===== src/rtl/tff_counter_pkg.sv =====
// Shared definitions for the T-flip-flop counter: the 2-bit operating mode encoding.
package tff_counter_pkg;

    typedef enum logic [1:0] {
        MODE_HOLD   = 2'b00,
        MODE_UP     = 2'b01,
        MODE_DOWN   = 2'b10,
        MODE_TOGGLE = 2'b11
    } mode_t;

endpackage


===== src/rtl/tff_counter_if.sv =====
// Control/status bundle of tff_counter; master drives the controls, slave is the counter.
interface tff_counter_if #(
    parameter int WIDTH = 8
);
    import tff_counter_pkg::*;

    logic             en;
    mode_t            mode;
    logic [WIDTH-1:0] t_mask;
    logic             load;
    logic [WIDTH-1:0] load_val;
    logic [WIDTH-1:0] q;
    logic             tc;
    logic             wrap;

    modport master (
        output en, mode, t_mask, load, load_val,
        input  q, tc, wrap
    );

    modport slave (
        input  en, mode, t_mask, load, load_val,
        output q, tc, wrap
    );

endinterface


===== src/rtl/tff_cell.sv =====
// Single T flip-flop: toggles on a rising clk edge when t is high, async active-high reset to 0.
module tff_cell (
    input  logic clk,
    input  logic rst,
    input  logic t,
    output logic q
);

    logic q_d;
    logic q_q;

    always_comb begin
        q_d = q_q ^ t;
    end

    always_ff @(posedge clk or posedge rst) begin
        if (rst) begin
            q_q <= 1'b0;
        end else begin
            q_q <= q_d;
        end
    end

    assign q = q_q;

endmodule


===== src/rtl/tff_counter.sv =====
// Up/down/masked-toggle counter built from T flip-flops, bounded to 0..MAX_VAL.
// Define TFF_COUNTER_SAT_EN to make up/down counting saturate instead of wrapping.
module tff_counter
    import tff_counter_pkg::*;
#(
    parameter int               WIDTH   = 8,
    parameter logic [WIDTH-1:0] MAX_VAL = '1
) (
    input logic          clk,
    input logic          rst,
    tff_counter_if.slave bus
);

    localparam logic [WIDTH-1:0] ZERO = '0;
    localparam logic [WIDTH-1:0] ONE  = {{(WIDTH-1){1'b0}}, 1'b1};

    logic [WIDTH-1:0] cnt_q;
    logic [WIDTH-1:0] cnt_d;
    logic [WIDTH-1:0] t_vec;
    logic [WIDTH-1:0] toggled;
    logic             wrap_d;
    logic             wrap_q;

    // The desired next count is computed here; the cells only see which bits must flip.
    always_comb begin
        cnt_d   = cnt_q;
        wrap_d  = 1'b0;
        toggled = cnt_q ^ bus.t_mask;
        if (bus.load) begin
            cnt_d = (bus.load_val > MAX_VAL) ? MAX_VAL : bus.load_val;
        end else if (bus.en) begin
            case (bus.mode)
                MODE_UP: begin
                    if (cnt_q == MAX_VAL) begin
                        wrap_d = 1'b1;
`ifdef TFF_COUNTER_SAT_EN
                        cnt_d  = MAX_VAL;
`else
                        cnt_d  = ZERO;
`endif
                    end else begin
                        cnt_d = cnt_q + ONE;
                    end
                end
                MODE_DOWN: begin
                    if (cnt_q == ZERO) begin
                        wrap_d = 1'b1;
`ifdef TFF_COUNTER_SAT_EN
                        cnt_d  = ZERO;
`else
                        cnt_d  = MAX_VAL;
`endif
                    end else begin
                        cnt_d = cnt_q - ONE;
                    end
                end
                MODE_TOGGLE: begin
                    cnt_d = (toggled > MAX_VAL) ? MAX_VAL : toggled;
                end
                default: begin
                    cnt_d = cnt_q;
                end
            endcase
        end
    end

    assign t_vec = cnt_q ^ cnt_d;

    for (genvar i = 0; i < WIDTH; i++) begin : g_cell
        tff_cell u_cell (
            .clk (clk),
            .rst (rst),
            .t   (t_vec[i]),
            .q   (cnt_q[i])
        );
    end

    always_ff @(posedge clk or posedge rst) begin
        if (rst) begin
            wrap_q <= 1'b0;
        end else begin
            wrap_q <= wrap_d;
        end
    end

    // Terminal count looks only at q and mode so it is valid even while en is low.
    assign bus.tc   = ((bus.mode == MODE_UP)   && (cnt_q == MAX_VAL)) ||
                      ((bus.mode == MODE_DOWN) && (cnt_q == ZERO));
    assign bus.q    = cnt_q;
    assign bus.wrap = wrap_q;

endmodule


===== src/flat_wrapper.sv =====
// flat-port wrapper written by rule: the top's interface ports become plain ports
module tff_counter_flat import tff_counter_pkg::*;
#(
    parameter int               WIDTH   = 8,
    parameter logic [WIDTH-1:0] MAX_VAL = '1
)
  (clk, rst, bus_en, bus_mode, bus_t_mask, bus_load, bus_load_val, bus_q, bus_tc, bus_wrap);
  tff_counter_if #(.WIDTH(WIDTH)) bus_i ();
  input logic clk;
  input logic rst;
  input wire logic [$bits(bus_i.en)-1:0] bus_en;
  input wire logic [$bits(bus_i.mode)-1:0] bus_mode;
  input wire logic [$bits(bus_i.t_mask)-1:0] bus_t_mask;
  input wire logic [$bits(bus_i.load)-1:0] bus_load;
  input wire logic [$bits(bus_i.load_val)-1:0] bus_load_val;
  output wire logic [$bits(bus_i.q)-1:0] bus_q;
  output wire logic [$bits(bus_i.tc)-1:0] bus_tc;
  output wire logic [$bits(bus_i.wrap)-1:0] bus_wrap;
  assign bus_i.en = bus_en;
  assign bus_i.mode = bus_mode;
  assign bus_i.t_mask = bus_t_mask;
  assign bus_i.load = bus_load;
  assign bus_i.load_val = bus_load_val;
  assign bus_q = bus_i.q;
  assign bus_tc = bus_i.tc;
  assign bus_wrap = bus_i.wrap;
  tff_counter #(.WIDTH(WIDTH), .MAX_VAL(MAX_VAL)) u_core (.clk(clk), .rst(rst), .bus(bus_i));
endmodule

===== config.mk =====
export PLATFORM = sky130hd
export DESIGN_NAME = tff_counter_flat
export DESIGN_NICKNAME = d
export VERILOG_FILES = /design/src/rtl/tff_counter_pkg.sv /design/src/rtl/tff_counter_if.sv /design/src/rtl/tff_cell.sv /design/src/rtl/tff_counter.sv /design/src/flat_wrapper.sv
export SDC_FILE = /design/constraint.sdc
export NUM_CORES = 1
export LEC_CHECK = 0
export CAP_MARGIN = 20
export CORE_MARGIN = 4
export CORE_UTILIZATION = 51
export DETAILED_ROUTE_END_ITERATION = 7
export MAX_ROUTING_LAYER = met4
export PLACE_DENSITY = 0.95
export SETUP_SLACK_MARGIN = 0.02
export SLEW_MARGIN = 40
export SYNTH_ARGS = -nofsm -noshare
export SYNTH_HDL_FRONTEND = slang
export SYNTH_SLANG_ARGS = --single-unit
export TNS_END_PERCENT = 30

===== constraint.sdc =====
create_clock -name clk -period 5.1 [get_ports clk]
set_clock_uncertainty 0.1 [all_clocks]
set_input_delay 0.765 -clock clk [delete_from_list [all_inputs] [get_ports clk]]
set_output_delay 0.765 -clock clk [all_outputs]
set_load 0.02 [all_outputs]

After elaboration in Yosys (flattened, before gate mapping)
Cells that the tools add are included.
{"block": "totals", "regBits": 9, "in_bits": 22, "output_inout_bits": 10, "elab_cells": 43}
{"block": "classes", "add_sub_neg": 2, "n_lt_le_gt_ge": 2, "n_eq_ne": 4, "mux": 12, "n_bitwise": 10, "reduce_logical": 4}
{"op": "8-bit 2-to-1 mux", "n": 6}
{"op": "8-bit one-hot mux with 3 select lines", "n": 1}
{"op": "8-bit greater-than comparator (second input constant)", "n": 2}
{"op": "8-bit XOR", "n": 2}
{"op": "8-bit by 1-bit adder with 8-bit output (second input constant)", "n": 1}
{"op": "8-bit == test (second input constant)", "n": 1}
{"op": "8-bit zero test", "n": 1}
{"op": "8-bit by 1-bit subtractor with 8-bit output (second input constant)", "n": 1}
{"op": "1-bit XOR", "n": 8}
{"op": "2-bit == test (second input constant)", "n": 2}
{"op": "1-bit 2-to-1 mux", "n": 4}
{"op": "2-bit by 1-bit == test with 1-bit output (second input constant)", "n": 1}
{"op": "1-bit logical AND", "n": 2}
{"op": "1-bit one-hot mux with 2 select lines", "n": 1}
{"op": "1-bit logical OR", "n": 1}

Logic depth before layout (Yosys ltp)
Gate-level depths: netlist of the first run.
{"block": "depth", "ltp_word": 8, "depth_mapped": 7, "ltp_nobuf": 6}

Hierarchy
From an unflattened synthesis of the first run, not the netlist that was laid out.
{"block": "hier_totals", "cells_unflattened": 159, "area_unflattened_um2": 1211.2}
{"mod": "tff_counter", "n_inst": 1, "cells_each": 135, "area_each_um2": 910.9, "seq_area_each_um2": 25.0}
{"mod": "tff_cell", "n_inst": 8, "cells_each": 3, "area_each_um2": 37.5, "seq_area_each_um2": 25.0}

Worst setup path before layout of the first run
No wires, ideal clock.
{"block": "synth_path", "kind": "input port to output port", "start": "input port bus_mode[1]", "end": "output port bus_tc", "t_arrival_ns": 1.526, "required_ns": 4.235, "path_slack_ns": 2.709, "stages": 4, "n_path_buf": 0, "cell_sequence": "inv_1 -> ha_1 -> nand3_1 -> o21ai_1"}
{"block": "synth_between", "elab_chain_len": 3, "elab_cells_between_ends": 5, "classes_between": "eq/ne (2); reduce/logical (3)"}
{"element": "from (decl)", "line_no": "flat_wrapper.sv:12", "rtl": "input wire logic [$bits(bus_i.mode)-1:0] bus_mode;"}
{"element": "2-bit by 1-bit == test with 1-bit output or 2-bit == test (tied branches)", "line_no": "tff_counter.sv:87, tff_counter.sv:88"}
{"element": "1-bit logical AND, on equally long branches", "line_no": "tff_counter.sv:87, tff_counter.sv:88"}
{"element": "1-bit logical OR *", "line_no": "tff_counter.sv:87", "rtl": "assign bus.tc = ((bus.mode == MODE_UP) && (cnt_q == MAX_VAL)) ||"}
{"element": "to (decl)", "line_no": "flat_wrapper.sv:17", "rtl": "output wire logic [$bits(bus_i.tc)-1:0] bus_tc;"}
Mark *: on every way between the ends. The rest lies on a longest branch, timed or not.

Worst setup path after layout of the first run
{"block": "layout_path", "start": "input port bus_mode[0]", "end": "output port bus_tc"}
The elaborated chain is that of the path after synthesis.

==> impl_metrics.csv, run 1 <==
group,metric,value,unit
sta,timing.final.crit_share,0.690,
logic_synthesis,synth_edf_count,0,
global_route,grt_pass1_vias,994,
place,place.gp.congestion,0.921,
power_and_ir_drop,power_density,211,nW/µm²
outcome,status,"finished clean",
worst_setup_path,end_kind,"output pin",
cts,cts.sinks,9,
sta,finalSetupTns,0,ns
cts,clk_pin_slew,0.07,ns
power_and_ir_drop,power.leakage,0.527,nW
layout,register_area,225,µm²
logic_synthesis,yosys_warnings,0,
logic_synthesis,synth.area.top_cells,"dfrtp_1 20%, ha_1 7.8%, xor2_1 7.8%, buf_4 6.0%, a21oi_1 5.8%",
sta,fmax,284,MHz
worst_setup_path,crit_path_max_fanout,10,
logic_synthesis,synth_xor_area_frac,0.101,
sta,worst_pin_slew,0.557,ns
logic_synthesis,synth_top_family_by_area,"compound AO/OA/AOI/OAI gates",
worst_setup_path,path_common_cell,"clkdlybuf4s50_1",
logic_synthesis,yosys.area_share.simple,0.190,
place,port_buffers,31,
layout,fin_area,1340,µm²
layout,diodes,0,
worst_setup_path,critPathKind,"in2out",
worst_setup_path,worst_setup_path_start_kind,"input port",
sta,setup_violations,0,
floorplanning,dieArea,3020,µm²
logic_synthesis,synth_seq_cells,9,
logic_synthesis,synth_cell_types,47,
global_route,antenna_found_initial,0,
sta,hold_viol_final,0,
layout,areaGrowthSynthToFinish,19.6,%
logic_synthesis,ys.flop_type,"dfrtp_1",
logic_synthesis,post_synth_mux_area_share,0.00891,
cts,numCtsBuffers,3,
floorplanning,die_h,54.9,µm
sta,drv_slew,0,
layout,multiInputGateArea,722,µm²
logic_synthesis,syn_nets,161,
global_route,grt_max_degree,16,
power_and_ir_drop,fin_total_pwr,0.283,mW
cts,cts_tree,"yes",
sta,min_period,3.52,ns
layout,instances_no_fill,174,
logic_synthesis,synth-compound-area-share,0.264,
logic_synthesis,yosysSeqAreaShare,0.200,
layout,finalNetCount,177,
detailed_routing,antenna_left,0,
detailed_routing,viasPerCell,6.33,
place,place_ws,1.61,ns
detailed_routing,drtPass1Iterations,4,
place,dp_cells,170,
sta,rsz0062_at_grt,"no",
layout,fill_cells,179,
cts,ctsResizeCount,0,
detailed_routing,first_iter_violations,67,
worst_hold_path,hold_path_class,"in2async",
cts,root_buffer,"clkbuf_4",
logic_synthesis,synth_cells,132,
worst_setup_path,slowest_delay,0.64,ns
detailed_routing,vias,1102,
worst_setup_path,worst_path_max_delay_cell,"clkdlybuf4s50_1",
cts,max-clock-path-buffers,2,
floorplanning,rows,16,
worst_setup_path,crit_arrival,2.65,ns
logic_synthesis,netlist_area,1120,µm²
global_route,grt-ovfl-total,0,
cts,postCtsHoldBufs,0,
power_and_ir_drop,ir_drop,0.000163,V
place,place_hpwl,2090,µm
worst_setup_path,worstRegToRegCells,5,
cts,cts_max_level,1,
sta,setup_slack,1.58,ns
sta,max-slew-margin-rel,0.629,
cts,clock_latency,0.26,ns
detailed_routing,wl,2960,µm
logic_synthesis,synth.avg_cell_area,8.51,µm²
run,max-cap-violations,0,
detailed_routing,wl_per_cell,17.0,µm
logic_synthesis,synth_top_cell_by_area,"dfrtp_1",
floorplanning,ios,32,
floorplanning,die-width,54.9,µm
place,dpl_cell_area,1320,µm²
logic_synthesis,synthArstFlopShare,1.00,
detailed_routing,drc_errors,0,
worst_setup_path,crit_required,4.24,ns
cts,cts_setup_buffers,0,
logic_synthesis,synthDominantCellAreaShare,0.200,
logic_synthesis,synthAdderAreaFrac,0.0780,
global_route,track_usage,0.211,
floorplanning,initial_core_util,0.556,
worst_setup_path,cp_cell_sequence,"clkdlybuf4s50_1, inv_1, ha_1, nand3_1, o21ai_1, clkdlybuf4s50_1",
global_route,grt_first_pass_wirelength,4400,µm
layout,drive_gt1_frac,0.0680,
floorplanning,core,2020,µm²
layer usage:
| layer | GRT usage | part of all wire | vias to the layer above |
|---|---|---|---|
| met5 | - | 0 | - |
| met4 | 0.130 | 0.035 | 0 |
| met3 | 0.0134 | 0.12 | 17 |
| met2 | 0.344 | 0.46 | 94 |
| met1 | 0.255 | 0.38 | 484 |
| li1 | - | - | 507 |
kinds of logic after synthesis:
| logic type | Yosys count |
|---|---|
| compound gates | 44 |
| simple gates | 31 |
| buf+inv | 27 |
| xor+xnor | 13 |
| flops | 9 |
| fa+ha+maj | 7 |
| mux | 1 |
worst paths after layout:
| check | endpoint | from | slack [ns] |
|---|---|---|---|
| worst max-delay path | bus_tc | bus_mode[0] | 1.58 |
| worst min-delay path | u_core.g_cell[4].u_cell.q | rst | 0.67 |
| worst max register to register | u_core.g_cell[3].u_cell.q | u_core.g_cell[1].u_cell.q | 3.07 |
| worst min register to register | u_core.g_cell[5].u_cell.q | u_core.g_cell[5].u_cell.q | 0.67 |
| max in group asynchronous | u_core.g_cell[5].u_cell.q | rst | 3.95 |
| min in group clk | u_core.g_cell[5].u_cell.q | u_core.g_cell[5].u_cell.q | 0.67 |
area by class of cell:
| class | count | share of cell area |
|---|---|---|
| Clock buffer | 4 | 0.0196 |
| Timing Repair Buffer | 31 | 0.231 |
| Multi-Input combinational cell | 96 | 0.537 |
| Sequential cell | 9 | 0.168 |
| Inverter | 7 | 0.0196 |
| Tap cell | 27 | 0.0251 |
power by group:
group	total, mW	switching [mW]	leakage, nW	internal (mW)
registers	0.108	0.0295	0.105	0.0786
clock network	0.0582	0.0280	0.0150	0.0303
logic	0.117	0.0562	0.407	0.0608
total	0.283	0.114	0.527	0.170
synth_stat cells (3+ instances only):
library cell / count
o21ai_0: 3
o22ai_1: 7
xor2_1: 10
buf_6: 5
nor3_1: 3
inv_1: 6
xnor2_1: 3
buf_4: 9
nand2_1: 5
buf_2: 3
nand3_1: 8
ha_1: 7
dfrtp_1: 9
a21oi_1: 13
layout by cell type, fill, tap and decap left out, drive strengths merged, types with 2 or more instances in the layout:
cell type,synthesis,final
clkdlybuf4s50,0,31
a21oi,14,14
xor2,10,10
dfrtp,9,9
nand3,8,8
o22ai,7,7
ha,7,7
inv,6,6
nand2,5,5
o21ai,5,5
nor3,4,4
clkbuf,2,4
xnor2,3,3
a221oi,3,3
and4,2,2
or3,2,2
nand2b,2,2
o21a,2,2
o211ai,2,2
or3b,2,2
stage by stage:
stage,hold slack [ns],util
final,0.668,0.665
after global routing,0.709,0.665
after CTS,0.649,0.665
after detailed placement,0.637,0.652
after global placement,0.633,0.652
after floorplan,0.493,-
state kept, by name, summed over array words and instances (netlist names):
signal,flops
u_core.bus.wrap,1
u_core.g_cell.u_cell.q,8
critical path: cells and delay by family:
| kind | cells | cell delay, ns |
|---|---|---|
| buffers and inverters | 3 | 1.20 |
| adders and majority gates | 1 | 0.38 |
| and+or+nand+nor | 1 | 0.17 |
| AOI/OAI and AO/OA | 1 | 0.14 |
(Power assumes the default switching activity.)
==> inputs of run 2 (changes only) <==
--- a/config.mk
+++ b/config.mk
@@ -7,10 +7,10 @@
 export LEC_CHECK = 0
 export CAP_MARGIN = 20
 export CORE_MARGIN = 4
-export CORE_UTILIZATION = 51
+export CORE_UTILIZATION = 43
 export DETAILED_ROUTE_END_ITERATION = 7
 export MAX_ROUTING_LAYER = met4
-export PLACE_DENSITY = 0.95
+export PLACE_DENSITY = 0.86
 export SETUP_SLACK_MARGIN = 0.02
 export SLEW_MARGIN = 40
 export SYNTH_ARGS = -nofsm -noshare
==> constraint.sdc (replaced) <==
create_clock -name clk -period 2.8 [get_ports clk]
set_clock_uncertainty 0.1 [all_clocks]
set_input_delay 0.42 -clock clk [delete_from_list [all_inputs] [get_ports clk]]
set_output_delay 0.42 -clock clk [all_outputs]
set_load 0.02 [all_outputs]
==> run 2 against run 1 <==
Against the previous run:
- final cell count rose by 5.2%
- critical path depth did not move
- non-clock buffer count up 6
- die area up 16%
- routed wire length is 2.9% higher
- power up 87%
- setup slack worse by 1.4 ns
- sequential share of layout area down 0.57 points
==> impl_metrics.csv, run 2 (synthesized netlist as in run 1, its figures left out) <==
group,metric,value,unit
detailed_routing,vias,1107,
floorplanning,ios,32,
cts,postCtsHoldBufs,0,
sta,drv_slew,0,
layout,drive_gt1_frac,0.105,
layout,fill_cells,247,
layout,mostFrequentLayoutCells,"30 x clkdlybuf4s50_1, 13 x a21oi_1, 10 x xor2_1",
worst_setup_path,worstReg2RegEnd,"u_core.g_cell[3].u_cell.q",
layout,final_util,0.562,
worst_setup_path,r2r_setup_slack,0.80,ns
cts,clock_latency,0.27,ns
sta,finalSetupTns,0,ns
global_route,grt_max_degree,14,
cts,cts.sinks,9,
sta,setup_slack,0.213,ns
detailed_routing,wl_per_cell,16.6,µm
layout,areaGrowthSynthToFinish,23.8,%
layout,layout_commonest_cell,"clkdlybuf4s50_1",
place,dpl_cell_area,1370,µm²
sta,max-slew-margin-rel,0.699,
layout,fin_area,1390,µm²
worst_setup_path,crit_path_max_fanout,11,
global_route,grt_first_pass_wirelength,4860,µm
power_and_ir_drop,clock_power_share,0.203,
power_and_ir_drop,power.leakage,0.562,nW
worst_setup_path,crit_required,2.28,ns
cts,cts_setup_buffers,0,
power_and_ir_drop,p_switching,0.210,mW
floorplanning,core,2480,µm²
sta,timing.hold.ws,0.318,ns
power_and_ir_drop,power_density,381,nW/µm²
worst_setup_path,timing.rr.start,"u_core.g_cell[1].u_cell.q",
cts,numCtsBuffers,3,
floorplanning,initial_core_util,0.454,
sta,worst_pin_slew,0.441,ns
global_route,track_usage,0.188,
worst_setup_path,worst_setup_path_start_kind,"register",
power_and_ir_drop,p_int,0.320,mW
sta,timing.final.crit_share,0.924,
place,dp_cells,179,
global_route,grt_pass1_vias,1078,
cts,max-clock-path-buffers,2,
sta,hold_viol_final,0,
outcome,status,"finished clean",
cts,cts_tree,"yes",
detailed_routing,drtPass1Iterations,4,
detailed_routing,first_iter_violations,38,
place,place.gp.congestion,0.979,
detailed_routing,drc_errors,0,
sta,setup_violations,0,
place,place_hpwl,2350,µm
worst_setup_path,crit_arrival,2.07,ns
detailed_routing,antenna_left,0,
sta,rsz0062_at_grt,"no",
worst_setup_path,critPathKind,"reg2out",
layout,diodes,0,
worst_setup_path,worstRegToRegCells,5,
layout,finalNetCount,183,
run,max-cap-violations,0,
global_route,grt-ovfl-total,0,
floorplanning,die-width,59.1,µm
floorplanning,rows,18,
sta,min_period,2.59,ns
layout,largest_reg_flops,8,
place,place_ws,0.220,ns
sta,fmax,387,MHz
layout,instances_no_fill,183,
detailed_routing,viasPerCell,6.05,
worst_setup_path,end_kind,"output pin",
cts,clk_pin_slew,0.07,ns
floorplanning,die_h,59.1,µm
global_route,antenna_found_initial,0,
worst_hold_path,hold_path_class,"in2async",
power_and_ir_drop,sw_frac_of_total,0.396,
cts,cts_max_level,1,
floorplanning,dieArea,3490,µm²
place,port_buffers,31,
power_and_ir_drop,fin_total_pwr,0.530,mW
power_and_ir_drop,ir_drop,0.000208,V
power_and_ir_drop,power.share.sequential,0.330,
detailed_routing,wl,3050,µm
cts,root_buffer,"clkbuf_4",
power_and_ir_drop,comb_power_share,0.466,
==> run 2: changes by cell type in the layout (fill, tap and decap cells not counted) <==
cell / previous run / this run
clkdlybuf4s50_1: 31 / 30
dlygate4sd2_1: 0 / 1
buf_4: 0 / 6
==> run 2: critical path, cell delays in order (launching register included) <==
cell and delay [ns]:
dfrtp_1 0.50, inv_1 0.14, ha_1 0.19, nor4b_2 0.32
nand3_1 0.15, o21ai_1 0.14, dlygate4sd2_1 0.36
==> run 2: repair_timing <==
item | CTS | global route
gates resized for setup | 1 | 0
setup endpoints to repair | 1 | 0
endpoints found under the hold margin | 0 | 0
==> run 2: power groups by stage <==
| stage | logic, mW | clock network (mW) | registers (mW) |
|---|---|---|---|
| 3_5_place_dp | 0.245 | 0 | 0.177 |
| 6_report | 0.247 | 0.108 | 0.175 |
| 5_1_grt | 0.267 | 0.116 | 0.179 |
| 4_1_cts | 0.247 | 0.106 | 0.175 |
| 2_1_floorplan | 0.201 | 0 | 0.157 |
| 3_3_place_gp | 0.240 | 0 | 0.177 |
==> run 2: final cells by class <==
cell class,count,area (µm²),area share
multi-input cells,96,722,0.519
repair buffers,37,354,0.254
clock buffers,4,26.3,0.0189
flip-flops and latches,9,225,0.162
inverters,7,26.3,0.0189
well taps,30,37.5,0.0270
==> run 2: how the worst max path moves through the flow <==
stage / slack, ns / endpoint / start
after global placement: 0.25 / bus_tc / u_core.g_cell[0].u_cell.q
final: 0.21 / bus_tc / u_core.g_cell[0].u_cell.q
after detailed placement: 0.22 / bus_tc / bus_mode[1]
after floorplan: 0.95 / bus_tc / u_core.g_cell[1].u_cell.q
after CTS: 0.21 / bus_tc / u_core.g_cell[0].u_cell.q
after global routing: 0.07 / bus_tc / u_core.g_cell[0].u_cell.q
==> run 2: layer usage <==
layer | wire (µm) | vias up | global-route usage | share of wire
met2 | 1450 | 62 | 0.301 | 0.48
li1 | - | 518 | - | -
met3 | 318 | 9 | 0.0327 | 0.10
met5 | 0 | - | - | 0
met4 | 58 | 0 | 0.0971 | 0.019
met1 | 1220 | 518 | 0.224 | 0.40
